--- src/rtl/data_memory_storer.sv ---
// data_memory_storer
//
// Store side of the data-memory path. Takes one store request at a time from
// the MEM stage and commits it to a word-wide RAM that has no byte enables.
// Word stores are written straight through. Byte and halfword stores read the
// target word, merge the new lane into it, and write the whole word back.
// Misaligned requests raise a one-cycle flag and never touch the RAM.
//
// Ports
//   clk_in          sole clock, rising edge
//   reset_n_in      asynchronous active-low reset
//   req_valid_in    store request present
//   req_ready_out   block idle; a request is accepted on valid && ready
//   addr_in         byte address of the store
//   data_in         right-justified store data
//   size_in         00 byte, 01 half, 1x word
//   done_out        one-cycle pulse during the RAM write cycle
//   misaligned_out  one-cycle pulse for a rejected misaligned request
//   mem_addr_out    RAM word address (captured addr[31:2])
//   mem_re_out      RAM read strobe; mem_rdata_in is valid the next cycle
//   mem_rdata_in    RAM read data
//   mem_we_out      RAM write strobe; commits at the end of the cycle
//   mem_wdata_out   RAM write data

module data_memory_storer (
    input  logic        clk_in,
    input  logic        reset_n_in,
    input  logic        req_valid_in,
    output logic        req_ready_out,
    input  logic [31:0] addr_in,
    input  logic [31:0] data_in,
    input  logic [1:0]  size_in,
    output logic        done_out,
    output logic        misaligned_out,
    output logic [29:0] mem_addr_out,
    output logic        mem_re_out,
    input  logic [31:0] mem_rdata_in,
    output logic        mem_we_out,
    output logic [31:0] mem_wdata_out
);

    typedef enum logic [2:0] {
        IDLE,
        READ,
        MERGE,
        WRITE,
        ERROR
    } state_t;

    state_t      state_q, state_d;
    logic [31:0] addr_q;
    logic [31:0] data_q;
    logic [1:0]  size_q;
    logic [31:0] merged_q, merged_d;
    logic        accept;

    assign accept = req_valid_in && (state_q == IDLE);

    // Next-state selection. At accept the size/alignment combination picks
    // the path: aligned words write directly, halfwords and bytes go through
    // the read-modify-write sequence, anything misaligned goes to ERROR.
    // size_in[1] set means a word store (2'b10 is treated as a word).
    always_comb begin
        state_d = state_q;
        case (state_q)
            IDLE: begin
                if (accept) begin
                    if (size_in[1]) begin
                        state_d = (addr_in[1:0] == 2'b00) ? WRITE : ERROR;
                    end else if (size_in[0]) begin
                        state_d = addr_in[0] ? ERROR : READ;
                    end else begin
                        state_d = READ;
                    end
                end
            end
            READ:    state_d = MERGE;
            MERGE:   state_d = WRITE;
            WRITE:   state_d = IDLE;
            ERROR:   state_d = IDLE;
            default: state_d = IDLE;
        endcase
    end

    // Lane merge: the RAM word arrives in MERGE (one cycle after the read
    // strobe), and only the addressed byte/halfword lane is replaced.
    always_comb begin
        merged_d = mem_rdata_in;
        if (size_q[0]) begin
            if (addr_q[1]) merged_d[31:16] = data_q[15:0];
            else           merged_d[15:0]  = data_q[15:0];
        end else begin
            case (addr_q[1:0])
                2'd0:    merged_d[7:0]   = data_q[7:0];
                2'd1:    merged_d[15:8]  = data_q[7:0];
                2'd2:    merged_d[23:16] = data_q[7:0];
                default: merged_d[31:24] = data_q[7:0];
            endcase
        end
    end

    // State and request capture. The request registers only load on accept,
    // which keeps mem_addr_out stable for the whole operation.
    always_ff @(posedge clk_in or negedge reset_n_in) begin
        if (!reset_n_in) begin
            state_q  <= IDLE;
            addr_q   <= '0;
            data_q   <= '0;
            size_q   <= '0;
            merged_q <= '0;
        end else begin
            state_q <= state_d;
            if (accept) begin
                addr_q <= addr_in;
                data_q <= data_in;
                size_q <= size_in;
            end
            if (state_q == MERGE) begin
                merged_q <= merged_d;
            end
        end
    end

    // Outputs decode from the state register only, so asserting reset drops
    // every strobe immediately rather than at the next edge.
    always_comb begin
        req_ready_out  = (state_q == IDLE);
        mem_re_out     = (state_q == READ);
        mem_we_out     = (state_q == WRITE);
        done_out       = (state_q == WRITE);
        misaligned_out = (state_q == ERROR);
        mem_addr_out   = addr_q[31:2];
        mem_wdata_out  = '0;
        if (state_q == WRITE) begin
            mem_wdata_out = size_q[1] ? data_q : merged_q;
        end
    end

endmodule

--- config.mk ---
export PLATFORM = sky130hd
export DESIGN_NAME = data_memory_storer
export DESIGN_NICKNAME = d
export VERILOG_FILES = /design/src/rtl/data_memory_storer.sv
export SDC_FILE = /design/constraint.sdc
export NUM_CORES = 1
export LEC_CHECK = 0
export CAP_MARGIN = 0
export CORE_MARGIN = 4
export CORE_UTILIZATION = 44
export DETAILED_ROUTE_END_ITERATION = 16
export PLACE_DENSITY_LB_ADDON = 0.15
export SKIP_CTS_REPAIR_TIMING = 1
export SYNTH_ARGS = -nofsm -noshare
export SYNTH_HDL_FRONTEND = slang
export SYNTH_SLANG_ARGS = --single-unit
--- constraint.sdc ---
create_clock -name clk_in -period 2.1 [get_ports clk_in]
set_input_delay 0.21 -clock clk_in [delete_from_list [all_inputs] [get_ports clk_in]]
set_output_delay 0.21 -clock clk_in [all_outputs]
set_load 0.02 [all_outputs]
==> flow_metrics.tcl, run 1 <==
set metrics [dict create \
    status "finished, final reports clean" \
    htree_levels 3 \
    routed_wl_um 14400 \
    worstSetupPathType "reg -> out" \
    synth.avg_cell_area_um2 11.3 \
    pre_cts_slack_ns 0.244 \
    synth_warnings 0 \
    final_common_cell "clkdlybuf4s50_1" \
    drcViolationCount 0 \
    path_clk_slew_ns 0.06 \
    critPathLaunchType "flop" \
    wire_per_inst_um 19.1 \
    wl_met2_um 6750 \
    die_area_um2 14100 \
    seqCellArea_um2 2530 \
    fin_util_pct 61.3 \
    io_pins 168 \
    slowest_delay_ns 0.60 \
    skew_ns 0.00885 \
    initial_core_util_pct 44.9 \
    critPathCaptureType "output port" \
    p_per_area_nw_per_um2 1560 \
    finalCriticalPeriod_ns 2.01 \
    tightestPinTransition_ns 0.657 \
    arrival_ns 1.80 \
    cp_data_required_time_ns 1.89 \
    place_inst 737 \
    clock_path_buffers 2 \
    relSlewSlack_pct 56.2 \
    gp_congestion 0.775 \
    cts_buffers 9 \
    first_global_vias 4172 \
    max_cap_viol_count 0 \
    synth_fp_nets 578 \
    drt_pass1_iterations 4 \
    synth_cell_type_count 33 \
    num_rows 40 \
    wl_met3_um 1170 \
    clock.fmax_mhz 498 \
    core_area_um2 12000 \
    slew_violations 0 \
    seq_area_frac_synth_pct 46.9 \
    antenna_found_initial 0 \
    period_share_pct 95.7 \
    finalNonFillerCells 753 \
    portBuffers 167 \
    hp-class "in -> async" \
    drt_iter0_markers 299 \
    tns_ns 0 \
    final_cell_mix "clkdlybuf4s50_1 (134), dfrtp_1 (99), nor2_1 (49)" \
    hpwl_um 10200 \
    multi_input_area_um2 2410 \
    overflow 0 \
    ir_drop_mv 0.897 \
    clock_sinks 101 \
    vias 4107 \
    power_mw 11.5 \
    crit_fanout 13 \
    fin_nets 703 \
    syn_inst 477 \
    antenna_left 0 \
    fin_ws_ns 0.0912 \
    finalSetupViolCount 0 \
    drive_gt1_share_pct 16.5 \
    clock_latency_ns 0.34 \
    grt_pass1_wl_um 22600 \
    slowest_stage "clkdlybuf4s50_1" \
    fillerInstances 999 \
    tritoncts "yes" \
    via_per_inst 5.45 \
    die_y_um 119 \
    wl_met1_um 6300 \
    syn_to_final_growth_pct 36.5 \
    clockRootBuffer "clkbuf_16" \
    highest_layer "met4" \
    synth-seq-cells 101 \
    path_cells "nand3b_1 -> buf_4 -> inv_1 -> clkdlybuf4s50_1" \
    grt_max_degree 49 \
    syn_area_um2 5390 \
    hold_violations 0 \
    die_x_um 119 \
    leakagePower_nw 3.66 \
    rsz0062_at_grt "no" \
    grt.total_usage_pct 20.3 \
    antennaDiodeCount 0 \
]
-- registers in the layout (all words and copies together), names as in the netlist --
register	cells
addr_q	32
state_q	3
merged_q	32
size_q	2
data_q	32
-- per-stage QoR --
stage / hold slack (ns) / cell area, um^2
global placement: 0.277 / 7010
detailed placement: 0.276 / 7010
global route: 0.449 / 7360
CTS: -0.0953 / 7270
finish: 0.437 / 7360
floorplan: -0.0856 / 5390
-- cells in the mapped netlist --
cell        n  area [um^2]
nor2_1     49          184
o21ai_0    18         90.1
a211o_1     8         70.1
nor3b_1     3         22.5
buf_8       3         45.0
or3b_1      1         8.76
a211oi_1    9         67.6
a31oi_1    17          106
mux2_2     37          417
nand3b_1    1         7.51
nand2b_1    2         12.5
buf_2      12         60.1
and2b_1     1         7.51
and2_1      9         56.3
dfrtp_1   101         2530
buf_4      35          263
and3b_1     8         70.1
mux2_4     28          420
buf_1       1         3.75
buf_6       1         11.3
a22o_1      8         70.1
and3_1      8         50.1
a21boi_0    1         7.51
mux2i_1    48          480
nand3_1    17         85.1
clkbuf_1   20         75.1
o31ai_1     8         60.1
nor3_1      1         5.00
a311oi_1    1         8.76
nand2_1    10         37.5
a21oi_1     8         40.0
nor3_4      1         16.3
inv_1       2         7.51
-- critical path: cells and delay by family, from the launching register on --
family | cells | cell delay [ns]
buffers and inverters | 3 | 0.89
DFF | 1 | 0.45
and+or+nand+nor | 1 | 0.12
-- cell families after synthesis --
logic type / Yosys count / synth area share (%)
compound gates: 78 / 9.65
buf+inv: 74 / 8.63
flops: 101 / 46.9
mux: 113 / 24.4
simple gates: 111 / 10.4
-- routing by layer --
| metal | track usage (%) | up-vias |
|---|---|---|
| li1 | - | 1909 |
| met1 | 26.8 | 2029 |
| met3 | 7.03 | 9 |
| met5 | 0 | - |
| met4 | 4.20 | 0 |
| met2 | 32.3 | 160 |
-- final timing paths --
check                           slack (ns)  cells after the start             start            to
min in group clk_in                   0.45                      3  mem_rdata_in[22]  merged_q[22]
max in group asynchronous             0.93                      3        reset_n_in     size_q[1]
worst max-delay path                  0.09                      4        state_q[1]      done_out
worst min-delay path                  0.44                      2        reset_n_in    addr_q[21]
worst min register to register        0.48                      2      merged_q[14]  merged_q[14]
worst max register to register        0.31                      4         addr_q[1]  merged_q[10]
-- final cells by class --
cell class,count,area share [%]
Clock buffer,14,3.45
Clock inverter,1,0.102
Sequential cell,101,34.4
Timing Repair Buffer,186,26.8
Multi-Input combinational cell,302,32.7
Inverter,2,0.102
Tap cell,147,2.50
-- power breakdown --
part / internal [mW] / switching (mW)
clock: 0.833 / 0.700
sequential: 2.96 / 0.823
combinational: 3.19 / 2.98
total: 6.98 / 4.50
Power figures use the tool's default switching activity.
==> run 2, diff against run 1 <==
SLEW_MARGIN = 0   (was not set)
==> results of run 2 <==
Final layout, timing and power as in run 1 (identical DEF).
